$ cat src/rtl/key_debounce_pkg.sv
// key_debounce_pkg: shared FSM state type and default timing constants for the key debouncer.
package key_debounce_pkg;

    typedef enum logic [1:0] {UP, CHK_DN, DOWN, CHK_UP} state_t;

    localparam int DB_CYCLES_50MHZ_20MS = 1000000;
    localparam int LONG_CYCLES_50MHZ_1S = 50000000;

endpackage

$ cat src/rtl/key_debounce_channel.sv
// key_debounce_channel: synchroniser, debounce FSM and strobes for one active-low key.
// Long-press strobe is built only when KEY_LONG_PRESS_EN is defined.
module key_debounce_channel
    import key_debounce_pkg::*;
#(
    parameter int DB_CYCLES   = DB_CYCLES_50MHZ_20MS,
    parameter int LONG_CYCLES = LONG_CYCLES_50MHZ_1S
) (
    input  logic CLOCK_50,
    input  logic reset_n,
    input  logic key,
    output logic key_level,
    output logic key_press,
    output logic key_release,
    output logic key_long
);

    localparam int CW = $clog2(DB_CYCLES);

    logic [1:0]    sync;
    logic          sync_pressed;
    state_t        state, state_nxt;
    logic [CW-1:0] count, count_nxt;
    logic          count_done;

    assign sync_pressed = ~sync[1];
    assign count_done   = count == CW'(DB_CYCLES - 1);

    always_ff @(posedge CLOCK_50 or negedge reset_n) begin
        if (!reset_n)
            sync <= 2'b11;
        else
            sync <= {sync[0], key};
    end

    // Checking states count stable samples; any disagreement falls back without a strobe.
    always_comb begin
        state_nxt = state;
        count_nxt = count;
        case (state)
            UP:
                if (sync_pressed) begin
                    state_nxt = CHK_DN;
                    count_nxt = '0;
                end
            CHK_DN:
                if (!sync_pressed) begin
                    state_nxt = UP;
                    count_nxt = '0;
                end else if (count_done)
                    state_nxt = DOWN;
                else
                    count_nxt = count + CW'(1);
            DOWN:
                if (!sync_pressed) begin
                    state_nxt = CHK_UP;
                    count_nxt = '0;
                end
            CHK_UP:
                if (sync_pressed) begin
                    state_nxt = DOWN;
                    count_nxt = '0;
                end else if (count_done)
                    state_nxt = UP;
                else
                    count_nxt = count + CW'(1);
        endcase
    end

    always_ff @(posedge CLOCK_50 or negedge reset_n) begin
        if (!reset_n) begin
            state       <= UP;
            count       <= '0;
            key_level   <= 1'b0;
            key_press   <= 1'b0;
            key_release <= 1'b0;
        end else begin
            state       <= state_nxt;
            count       <= count_nxt;
            key_level   <= state_nxt == DOWN || state_nxt == CHK_UP;
            key_press   <= state == CHK_DN && state_nxt == DOWN;
            key_release <= state == CHK_UP && state_nxt == UP;
        end
    end

`ifdef KEY_LONG_PRESS_EN
    localparam int LW = $clog2(LONG_CYCLES);

    logic [LW-1:0] long_count;
    logic          long_done;

    // Any state other than DOWN clears the timer, so each entry to DOWN starts fresh.
    always_ff @(posedge CLOCK_50 or negedge reset_n) begin
        if (!reset_n) begin
            long_count <= '0;
            long_done  <= 1'b0;
            key_long   <= 1'b0;
        end else if (state != DOWN) begin
            long_count <= '0;
            long_done  <= 1'b0;
            key_long   <= 1'b0;
        end else begin
            key_long <= long_count == LW'(LONG_CYCLES - 1) && !long_done;
            if (long_count == LW'(LONG_CYCLES - 1))
                long_done <= 1'b1;
            else
                long_count <= long_count + LW'(1);
        end
    end
`else
    assign key_long = 1'b0;
`endif

endmodule

$ cat src/rtl/key_debounce.sv
// key_debounce: debounced level and press/release/long strobes for NUM_KEYS active-low keys.
// Long-press strobes require KEY_LONG_PRESS_EN; otherwise key_long is tied low.
module key_debounce
    import key_debounce_pkg::*;
#(
    parameter int NUM_KEYS    = 4,
    parameter int DB_CYCLES   = DB_CYCLES_50MHZ_20MS,
    parameter int LONG_CYCLES = LONG_CYCLES_50MHZ_1S
) (
    input  logic                CLOCK_50,
    input  logic                reset_n,
    input  logic [NUM_KEYS-1:0] KEY,
    output logic [NUM_KEYS-1:0] key_level,
    output logic [NUM_KEYS-1:0] key_press,
    output logic [NUM_KEYS-1:0] key_release,
    output logic [NUM_KEYS-1:0] key_long
);

    for (genvar i = 0; i < NUM_KEYS; i++) begin : g_key
        key_debounce_channel #(
            .DB_CYCLES  (DB_CYCLES),
            .LONG_CYCLES(LONG_CYCLES)
        ) u_channel (
            .CLOCK_50   (CLOCK_50),
            .reset_n    (reset_n),
            .key        (KEY[i]),
            .key_level  (key_level[i]),
            .key_press  (key_press[i]),
            .key_release(key_release[i]),
            .key_long   (key_long[i])
        );
    end

endmodule

$ cat config.mk
export PLATFORM = sky130hd
export DESIGN_NAME = key_debounce
export DESIGN_NICKNAME = d
export VERILOG_FILES = /design/src/rtl/key_debounce_pkg.sv /design/src/rtl/key_debounce_channel.sv /design/src/rtl/key_debounce.sv
export SDC_FILE = /design/constraint.sdc
export NUM_CORES = 1
export LEC_CHECK = 0
export BUFFER_PORTS_ARGS = -buffer_cell sky130_fd_sc_hd__buf_4
export CAP_MARGIN = 15
export CORE_UTILIZATION = 42
export CTS_CLUSTER_DIAMETER = 150
export DETAILED_ROUTE_END_ITERATION = 10
export SKIP_CTS_REPAIR_TIMING = 1
export SYNTH_ARGS = -nofsm -noshare
export SYNTH_HDL_FRONTEND = slang
export SYNTH_SLANG_ARGS = --single-unit
$ cat constraint.sdc
create_clock -name CLOCK_50 -period 4.4 [get_ports CLOCK_50]
set_clock_uncertainty 0.15 [all_clocks]
set_input_delay 0.66 -clock CLOCK_50 [delete_from_list [all_inputs] [get_ports CLOCK_50]]
set_output_delay 0.66 -clock CLOCK_50 [all_outputs]
set_load 0.02 [all_outputs]
Yosys cells after proc, flatten, opt, wreduce, memory -nomap -nowiden
Cells that the tools add are included.
- $add $sub $neg: 4
- equal/unequal tests: 32
- multiplexer cells: 52
- reduce and logical (&&, ||, !) cells: 24
- operator list (operator ; number):
    $mux 20 ; 20
    $pmux 20 s4 ; 4
    $add 20x1->20 const B ; 4
    $eq 20x20->1 const B ; 4
    $mux 2 ; 24
    $eq 2x2->1 const B ; 16
    $pmux 2 s4 ; 4
    $logic_not 2->1 ; 8
    $eq 2x1->1 const B ; 4
    $logic_and 1x1->1 ; 8
    $ne 2x1->1 const B ; 4
    $ne 2x2->1 const B ; 4
    $reduce_and 2->1 ; 4
    $logic_or 1x1->1 ; 4
- register bits after elaboration: 108
- bits of input ports: 6
- output and inout port bits: 16

Longest topological paths before layout
Gate-level depths: netlist of run 1.
- depth in word-level cells: 6
- mapped depth: 7

Hierarchy
From an unflattened synthesis of run 1, not the netlist that was laid out.
- cell total of the unflattened synthesis: 625
- area, all modules: 5985.7 µm²
- by module, submodules not included (module ; instances ; cells each ; area each (µm²)):
    key_debounce_channel (g_key[0].u_channel ...) ; 3 ; 153 ; 1485.2
    key_debounce_channel (g_key[3].u_channel) ; 1 ; 166 ; 1530.2

Worst setup path after synthesis of run 1
OpenSTA, ideal clock, no wires.
- kind: reg-to-reg
- from: reg g_key[3].u_channel.count[10]
- to: reg g_key[3].u_channel.count[0]
- setup time: 0.125 ns
- data arrival time: 1.755 ns
- data required time: 4.125 ns
- path slack: 2.371 ns
- cell stages (with the launch flop): 7
- buffers on the path: 1
- path through: dfrtp_1 > or4_1 > nor3_1 > and4_1 > clkbuf_1 > nor2_1 > mux2_2
- word-level cells in the longest chain between the ends: 4
- elaborated cells on any way between the ends: 5
- RTL lines (item ; line ; source):
    start, declared ; key_debounce_channel.sv:23 ; logic [CW-1:0] count, count_nxt;
    start signal, assigned ; key_debounce_channel.sv:79 ; count <= count_nxt;
    $eq 20x20->1 (*) ; key_debounce_channel.sv:27 ; assign count_done = count == CW'(DB_CYCLES - 1);
    $mux 20 (*) ; -- ;
    $mux 20, on equally long branches ; -- ;
    $pmux 20 s4 (*) ; -- ;
Every way passes the cells marked *; elsewhere a longest branch is shown, timed or not.
A chain may end at the register's enable or synchronous reset.

Worst setup path after layout of run 1
- from: reg g_key[2].u_channel.count[0]
- to: reg g_key[2].u_channel.count[4]
- word-level cells in the longest chain between the ends: 4
- elaborated cells on any way between the ends: 6
- RTL lines (item ; line ; source):
    start, declared ; key_debounce_channel.sv:23 ;
    start signal, assigned ; key_debounce_channel.sv:79 ;
    $add 20x1->20 / $eq 20x20->1 (equally long branches) ; key_debounce_channel.sv:53, key_debounce_channel.sv:66, key_debounce_channel.sv:27 ;
    $mux 20 (*) ; key_debounce_channel.sv:50, key_debounce_channel.sv:63 ;
    $mux 20, on equally long branches ; key_debounce_channel.sv:60, key_debounce_channel.sv:47 ;
    $pmux 20 s4 (*) ; key_debounce_channel.sv:40 ; case (state)
Marked as above.

==> results of run 1 <==
-- kinds of logic (layout without fill, tap and decap cells) --
kind of cell	after synthesis	after routing	synth area share
buffers and inverters	40	44	0.0385
multiplexers	13	13	0.0238
other	1	4	0.000679
flip-flops	108	108	0.491
XOR/XNOR	62	62	0.101
AND/OR/NAND/NOR	260	260	0.233
adder cells (fa/ha/maj)	4	4	0.00906
AO/OA/AOI/OAI	87	87	0.102
-- final timing paths --
path,cells after the start,slack [ns],endpoint
worst max-delay path,6,1.87,g_key[2].u_channel.count[4]
worst min-delay path,0,0.21,g_key[2].u_channel.sync[1]
worst max register to register,6,1.87,g_key[2].u_channel.count[4]
worst min register to register,0,0.21,g_key[2].u_channel.sync[1]
max in group asynchronous,2,2.95,g_key[1].u_channel.sync[1]
min in group asynchronous,1,0.22,g_key[3].u_channel.count[13]
-- placed cells by master (no fill, tap or decap), types with 9 or more instances in the layout --
cell         n
dfrtp_1    100
nand2_1     73
nor2_1      56
xor2_1      45
nand3_1     30
o21ai_0     23
o22ai_1     21
nand4_1     20
buf_4       20
and3_1      18
xnor2_1     15
nor3_1      15
a21oi_1     12
mux2i_1     12
nor4_1       9
clkbuf_16    9
-- power groups by stage --
stage / Combinational [mW] / Sequential, mW / Clock [mW]
floorplan: 0.0642 / 1.04 / 0
global placement: 0.0941 / 1.05 / 0
detailed placement: 0.0949 / 1.05 / 0
CTS: 0.0953 / 1.03 / 0.915
global route: 0.107 / 1.03 / 0.953
finish: 0.0927 / 1.03 / 0.886
-- sequential cells by signal, summed over array words and instances, names as in the netlist --
register / count
g_key.u_channel.count: 80
g_key.u_channel.key_level: 4
g_key.u_channel.key_press: 4
g_key.u_channel.key_release: 4
g_key.u_channel.state: 8
g_key.u_channel.sync: 8
-- worst register-to-register path, delay by kind of cell, from the launching register on --
kind,cells,cell delay [ns]
AOI/OAI and AO/OA,3,1.26
and+or+nand+nor,2,0.40
adders and majority gates,1,0.25
DFF,1,0.40
-- area by class of cell --
| class | instances | area share |
|---|---|---|
| Clock buffer | 11 | 0.0402 |
| Multi-Input combinational cell | 430 | 0.432 |
| Clock inverter | 5 | 0.0137 |
| Sequential cell | 108 | 0.449 |
| Tap cell | 172 | 0.0356 |
| Timing Repair Buffer | 20 | 0.0249 |
| Inverter | 8 | 0.00497 |
-- metal layers --
layer | wire length, um | share of wire | up-vias | GRT usage
li1 | - | - | 2048 | -
met1 | 5100 | 0.47 | 2036 | 0.233
met2 | 5170 | 0.48 | 71 | 0.277
met3 | 410 | 0.038 | 10 | 0.0540
met4 | 108 | 0.010 | 0 | 0.0624
met5 | 0 | 0 | - | 0
-- through the flow --
stage	power (mW)	worst slack, ns	hold WS, ns	utilization
after detailed placement	1.14	1.87	0.197	0.449
after CTS	2.04	1.83	0.205	0.475
after global placement	1.14	2.05	0.196	0.449
after floorplan	1.10	2.37	0.195	-
final	2.01	1.87	0.206	0.475
after global routing	2.09	1.56	0.204	0.475
==> metrics, run 1 <==
status=complete, no violations; Gate power share=0.046; Setup TNS=0 ns; crit path time final=about 2.5 ns; Worst VDD drop=roughly 0.28 mV; Initial DRC Count=~280; Switch Pwr=0.456 mW; Die ar.=around 14,000 um^2; root buffer cell=clkbuf_16; TritonCTS clock tree=built; Mapped Area=between 5000 and 6000 um^2; synth warn=0; final WL=10,800 um; Final Instance Area=just over 6000 um^2; CP max FO=11; final hold viol count=0; type of origin of the critical path=flip-flop; Seq/Total Area, Yosys=0.491; clock share of power=0.441; CP Launch Point=g_key[2].u_channel.count[0]; Synth Flop Type=dfrtp_1; Die X=between 100 and 150 um; CP top delay family=compound AO/OA/AOI/OAI gates; sw frac=0.227; Final Non-Filler Cells=around 750; Seq pwr share=0.513; most used cell, CP=o21ai_0; Pleak=between 2 and 3 nW; Worst Max-Slew Pin Slew=between 1 and 1.5 ns; total placed cells including tap cells=about 740; die height=between 100 and 150 um; synthesis-to-layout area growth=9.40%; EDFF count, synth=0; drt first pass iters=5; count leader, synth=dfrtp_1; slowest library cell on the worst path=o21ai_0; GR Util All Layers=0.177; CTS Buf Count=9; Hold Startpoint=g_key[2].u_channel.sync[0]; fillers=approximately 1,200; clock latency on the worst-skew pair=between 0.3 and 0.4 ns; vias per cell=5.52; Port Buffers=17; final slew viol count=0; post-synth top area cell=dfrtp_1; crit end category=flip-flop; Setup-failing EPs final=0; Peak Freq=between 300 and 400 MHz; dominant cells by area after synthesis=dfrtp_1 45%, xor2_1 7.1%, nand2_1 5.0%, dfstp_2 3.8%, nor2_1 3.8%; initial antenna violation count=0; placed cell areas=roughly 5700 um^2; vias in the first global route=between 4,000 and 5,000; RSZ-0062 raised after global routing=false; critical path arrival=2.65 ns; Post-DP HPWL=a little over 7000 um; Synth top cells by count=100 x dfrtp_1, 73 x nand2_1, 56 x nor2_1; r2r startpoint=g_key[2].u_channel.count[0]; Pwr Density=between 300 and 400 nW/um^2; fraction of registers with async set/reset=1.00; Sink Count=108; H-tree levels=3; WL/cell=14.3 um; syn_area_per_cell=9.60 um^2; largest net degree at the start of global routing=slightly above 60; Int Power=around 1.6 mW; FP Rows=between 40 and 50; slew margin rel.=0.264; IO Count=22; Max Cap Violations=0; crit path cell chain=ha_1, and3_1, nand4_1, o21ai_0, o21ai_0, a21oi_1; global-route wire length before repair=roughly 19,000 um; total core area=12,700 um^2; Reg area=2710 um^2; ant diodes=0; Synth Instances=575; Data required, critical path=~4.5 ns; Buf+Inv Stages, Crit Path=0; ANT nets after route=0; Vias=4,165; Largest stage delay, worst path=0.86 ns; CTS clk-pin slew, worst paths=around 0.07 ns; Cell variety after synth=around 50; multi-input logic area=approximately 2600 um^2; Initial Util=0.434; post-synthesis register bit count=~110; fin crit share=0.575; Synth top area share=0.453; aggregate global routing overflow=0; share of cells above drive strength 1=0.0876; Placer Congestion=between 0.8 and 0.9; drt drc=0; Worst Hold Class=reg -> reg; Setup CP Type=reg -> reg; Final nets=around 590; Clock Tree Buf Depth=2
Power figures use the tool's default switching activity.
==> run 2: changes to the inputs <==
==> constraint.sdc (replaced) <==
create_clock -name CLOCK_50 -period 2.1 [get_ports CLOCK_50]
set_clock_uncertainty 0.15 [all_clocks]
set_input_delay 0.315 -clock CLOCK_50 [delete_from_list [all_inputs] [get_ports CLOCK_50]]
set_output_delay 0.315 -clock CLOCK_50 [all_outputs]
set_load 0.02 [all_outputs]
==> run 2 against run 1 <==
Clock power up 110%. Combinational power increased to 2.9 times the previous value. Power is 110% higher. Critical path type unchanged.
==> metrics, run 2 (same netlist as run 1, synthesis figures left out) <==
Data required, critical path=2.19 ns (-2.33 ns); ant diodes=0 (unchanged); CTS Buf Count=9 (unchanged); biggest registers after layout=g_key.u_channel.count x80, g_key.u_channel.state x8, g_key.u_channel.sync x8; Peak Freq=502 MHz (+27%); Worst VDD drop=0.475 mV (+69%); Sink Count=108 (unchanged); r2r startpoint=g_key[3].u_channel.count[10]; FP Rows=41 (unchanged); commonest cells after routing, fill and taps aside=100 x dfrtp_1, 73 x nand2_1, 61 x buf_4; largest net degree at the start of global routing=42 (-32%); root buffer cell=clkbuf_16; reg2reg setup slack=0.11 ns (-1.76 ns); reg2reg end=g_key[3].u_channel.count[4]; total core area=12,700 um^2 (unchanged); die height=117 um (unchanged); critical path arrival=2.08 ns (-0.57 ns); share of cells above drive strength 1=0.162 (+0.0743); H-tree levels=3 (unchanged); Post-DP HPWL=8040 um (+11%); type of origin of the critical path=flip-flop; final hold viol count=0 (unchanged); IO Count=22 (unchanged); hold_ws=0.206 ns (-0.000165 ns); TritonCTS clock tree=built; Setup-failing EPs final=0 (unchanged); slew margin rel.=0.607 (+0.343); final slew viol count=0 (unchanged); aggregate global routing overflow=0 (unchanged); Final nets=635 (+8.2%); Setup TNS=0 ns (unchanged); ANT nets after route=0 (unchanged); status=complete, no violations; CTS clk-pin slew, worst paths=0.07 ns (about the same); hold path depth=0 (unchanged); Setup CP Type=reg -> reg; CP max FO=5 (-6); Placer Congestion=0.859 (+6.5%); Initial DRC Count=294 (+6.9%); Port Buffers=17 (unchanged); R2R depth=6 (unchanged); global-route wire length before repair=19,700 um (+5.1%); Die X=117 um (unchanged); end of the critical path=g_key[3].u_channel.count[4]; Worst Hold Class=reg -> reg; Die ar.=13,600 um^2 (unchanged); vias in the first global route=4,185 (+4.4%); max FFs per register=80 (unchanged); Initial Util=0.434 (unchanged); CP Launch Point=g_key[3].u_channel.count[10]; Pleak=2.81 nW (+9.6%); initial antenna violation count=0 (unchanged); vias per cell=5.40 (-2.2%); Pwr Density=661 nW/um^2 (+99%); drt first pass iters=4 (-1); clock latency on the worst-skew pair=0.35 ns (about the same); Max Cap Violations=0 (unchanged); drt drc=0 (unchanged); synthesis-to-layout area growth=17.3%; fin crit share=0.949 (+0.374); Reg with most FFs=g_key.u_channel.count; Worst Max-Slew Pin Slew=0.586 ns (-0.509 ns); crit end category=flip-flop; final WL=11,400 um (+5.5%); WL/cell=14.2 um (-0.80%); commonest non-fill, non-tap cell in the layout=dfrtp_1; Vias=4,332 (+4.0%); crit path time final=1.99 ns (-0.539 ns); Clock Tree Buf Depth=2 (unchanged); GR Util All Layers=0.185 (+0.00737)
-- run 2: layout make-up --
| class | count | area, um^2 |
|---|---|---|
| clock buffers | 10 | 239 |
| clock inverters | 6 | 92.6 |
| fillers | 1239 | 6240 |
| inverters | 8 | 30.0 |
| multi-input cells | 430 | 2640 |
| flip-flops and latches | 108 | 2710 |
| well taps | 172 | 215 |
| repair buffers | 68 | 548 |
-- run 2: worst min path at each step --
stage | slack (ns) | start | endpoint
finish | 0.21 | g_key[2].u_channel.sync[0] | g_key[2].u_channel.sync[1]
global route | 0.21 | g_key[1].u_channel.sync[0] | g_key[1].u_channel.sync[1]
CTS | -0.22 | reset_n | g_key[3].u_channel.key_press
detailed placement | 0.17 | reset_n | g_key[3].u_channel.key_press
global placement | 0.17 | reset_n | g_key[3].u_channel.key_press
floorplan | -0.13 | reset_n | g_key[0].u_channel.count[0]
-- run 2: through the flow --
step	cells	instance area, um^2	utilization	total power, mW	setup WS [ns]
2_1_floorplan	578	5530	-	2.31	0.0707
3_3_place_gp	779	6050	0.475	2.44	0.0663
3_5_place_dp	779	6050	0.475	2.45	0.0633
4_1_cts	795	6380	0.501	4.35	0.0504
5_1_grt	802	6480	0.509	4.46	-0.00721
6_report	802	6480	0.509	4.28	0.107
-- run 2: worst max-delay path, stage by stage, from the launching register on --
cell	delay, ns
dfrtp_1	0.42
or4_1	0.54
nor3_1	0.14
and4_4	0.27
buf_4	0.13
o311ai_0	0.13
o41ai_1	0.09
-- run 2: report_power, final --
| group | internal [mW] | total [mW] | switching [mW] |
|---|---|---|---|
| clock network | 1.09 | 1.87 | 0.781 |
| registers | 2.11 | 2.15 | 0.0334 |
| logic | 0.105 | 0.269 | 0.164 |
| total | 3.31 | 4.28 | 0.979 |
-- run 2: routing by layer --
metal / share of wire / track usage
met1: 0.47 / 0.238
met2: 0.49 / 0.309
met3: 0.029 / 0.0477
met4: 0.011 / 0.0464
met5: 0 / 0
==> run 3: changes to the inputs <==
==> constraint.sdc (replaced) <==
create_clock -name CLOCK_50 -period 2.48 [get_ports CLOCK_50]
set_clock_uncertainty 0.15 [all_clocks]
set_input_delay 0.372 -clock CLOCK_50 [delete_from_list [all_inputs] [get_ports CLOCK_50]]
set_output_delay 0.372 -clock CLOCK_50 [all_outputs]
set_load 0.02 [all_outputs]
==> run 3 against run 2 <==
Cell count decreased by 3.9%. Die area unchanged. Non-clock buffer count decreased by 30. First-iteration DRC count increased by 14%. Critical path type unchanged. Largest cell class unchanged. Highest routed layer unchanged.
==> metrics, run 3 (same netlist as run 1, synthesis figures left out) <==
status=complete, no violations; r2r startpoint=g_key[2].u_channel.count[0]; crit end category=flip-flop; H-tree levels=3 (unchanged); share of cells above drive strength 1=0.105 (-0.0567); Die ar.=13,600 um^2 (unchanged); commonest non-fill, non-tap cell in the layout=dfrtp_1; Sink Count=108 (unchanged); root buffer cell=clkbuf_16; global-route wire length before repair=19,200 um (-2.6%); Vias=4,196 (-3.1%); CP max FO=7 (+2); Initial Util=0.434 (unchanged); Reg with most FFs=g_key.u_channel.count; Final Util=0.487 (-0.0225); final slew viol count=0 (unchanged); IO Count=22 (unchanged); Seq pwr share=0.514 (+0.013); final hold viol count=0 (unchanged); reg2reg setup slack=0.24 ns (+0.13 ns); largest net degree at the start of global routing=47 (+12%); final WL=10,900 um (-4.4%); RSZ-0062 raised after global routing=false; fin crit share=0.904 (-0.0446); Hold Startpoint=g_key[2].u_channel.sync[0]; CTS clk-pin slew, worst paths=0.07 ns (about the same); R2R depth=7 (+1); ANT nets after route=0 (unchanged); Clock Tree Buf Depth=2 (unchanged); crit path time final=2.24 ns (+0.250 ns); sink of the worst hold path=g_key[2].u_channel.sync[1]; placed cell areas=5830 um^2 (-3.7%); synthesis-to-layout area growth=12.1%; aggregate global routing overflow=0 (unchanged); clock share of power=0.433 (-0.003); total placed cells including tap cells=751 (-3.6%); type of origin of the critical path=flip-flop; Max Cap Violations=0 (unchanged); sw frac=0.222 (-0.00640); Setup-failing EPs final=0 (unchanged); vias in the first global route=3,985 (-4.8%); Worst VDD drop=0.392 mV (-17%); post-route setup slack=0.237 ns (+0.130 ns); Final nets=605 (-4.7%); Pleak=2.65 nW (-5.8%); Switch Pwr=0.789 mW (-19%); vias per cell=5.44 (+0.76%); drt first pass iters=5 (+1); Final Non-Filler Cells=771 (-3.9%); slew margin rel.=0.581 (-0.0261); biggest registers after layout=g_key.u_channel.count x80, g_key.u_channel.state x8, g_key.u_channel.sync x8; FP Rows=41 (unchanged); Die X=117 um (unchanged); commonest cells after routing, fill and taps aside=100 x dfrtp_1, 73 x nand2_1, 56 x nor2_1; Peak Freq=446 MHz (-11%); Setup CP Type=reg -> reg; Data required, critical path=2.60 ns (+0.41 ns); Gate power share=0.053 (-0.010); die height=117 um (unchanged); Worst Hold Class=reg -> reg; WL/cell=14.1 um (-0.55%); reg2reg end=g_key[2].u_channel.count[4]; Final Instance Area=6190 um^2 (-4.4%); Port Buffers=17 (unchanged); initial antenna violation count=0 (unchanged); critical path arrival=2.36 ns (+0.28 ns); Initial DRC Count=334 (+14%); total core area=12,700 um^2 (unchanged); max FFs per register=80 (unchanged); Setup TNS=0 ns (unchanged); hold path depth=0 (unchanged); ant diodes=0 (unchanged); Int Power=2.76 mW (-16%); Worst Max-Slew Pin Slew=0.623 ns (+0.0363 ns); Post-DP HPWL=7490 um (-6.8%); GR Util All Layers=0.181 (-0.00302); Placer Congestion=0.828 (-3.6%); Pwr Density=574 nW/um^2 (-13%); drt drc=0 (unchanged); clock latency on the worst-skew pair=0.35 ns (about the same); CTS Buf Count=9 (unchanged); dpl ws=0.281 ns (+0.218 ns); TritonCTS clock tree=built; fillers=1,203 (-2.9%)
-- run 3: worst max-delay path by stage --
stage,from,to,slack [ns],cells after the start
2_1_floorplan,g_key[3].u_channel.count[10],g_key[3].u_channel.count[0],0.45,6
3_3_place_gp,g_key[2].u_channel.count[0],g_key[2].u_channel.count[6],0.32,7
3_5_place_dp,g_key[2].u_channel.count[0],g_key[2].u_channel.count[6],0.28,7
4_1_cts,g_key[2].u_channel.count[0],g_key[2].u_channel.count[6],0.25,7
5_1_grt,g_key[2].u_channel.count[0],g_key[2].u_channel.count[6],0.11,7
6_report,g_key[2].u_channel.count[0],g_key[2].u_channel.count[4],0.24,7
-- run 3: worst max-delay path, stage by stage (launching register included) --
cell     delay [ns]
dfrtp_1        0.42
ha_1           0.27
and3_1         0.20
nand4_1        0.17
o21ai_0        0.21
buf_4          0.24
or3_1          0.35
a21oi_1        0.16
-- run 3: metrics by stage --
step | hold slack, ns | power, mW
after floorplan | -0.0736 | 1.96
after global placement | 0.196 | 2.04
after detailed placement | 0.197 | 2.05
after CTS | -0.123 | 3.61
after global routing | 0.210 | 3.73
final | 0.206 | 3.55
-- run 3: metal layers --
| layer | track usage | share of wire | up-vias | wire, um |
|---|---|---|---|---|
| met4 | 0.0540 | 0.013 | 0 | 139 |
| met2 | 0.287 | 0.47 | 51 | 5170 |
| met5 | 0 | 0 | - | 0 |
| met1 | 0.245 | 0.48 | 2049 | 5260 |
| li1 | - | - | 2083 | - |
| met3 | 0.0472 | 0.029 | 13 | 316 |
-- run 3: area by class of cell --
class | instances | area [um^2] | area share
clock buffer | 11 | 243 | 0.0392
clock inverter | 4 | 73.8 | 0.0119
inverter | 8 | 30.0 | 0.00485
multi-input combinational | 430 | 2610 | 0.421
sequential | 108 | 2710 | 0.438
tap | 172 | 215 | 0.0348
timing repair buffer | 38 | 310 | 0.0501
-- run 3: power by group through the flow --
stage               sequential [mW]  combinational (mW)  clock, mW
finish                         1.83               0.187       1.54
global route                   1.83               0.214       1.68
CTS                            1.83               0.185       1.59
detailed placement             1.86               0.184          0
global placement               1.86               0.182          0
floorplan                      1.84               0.114          0
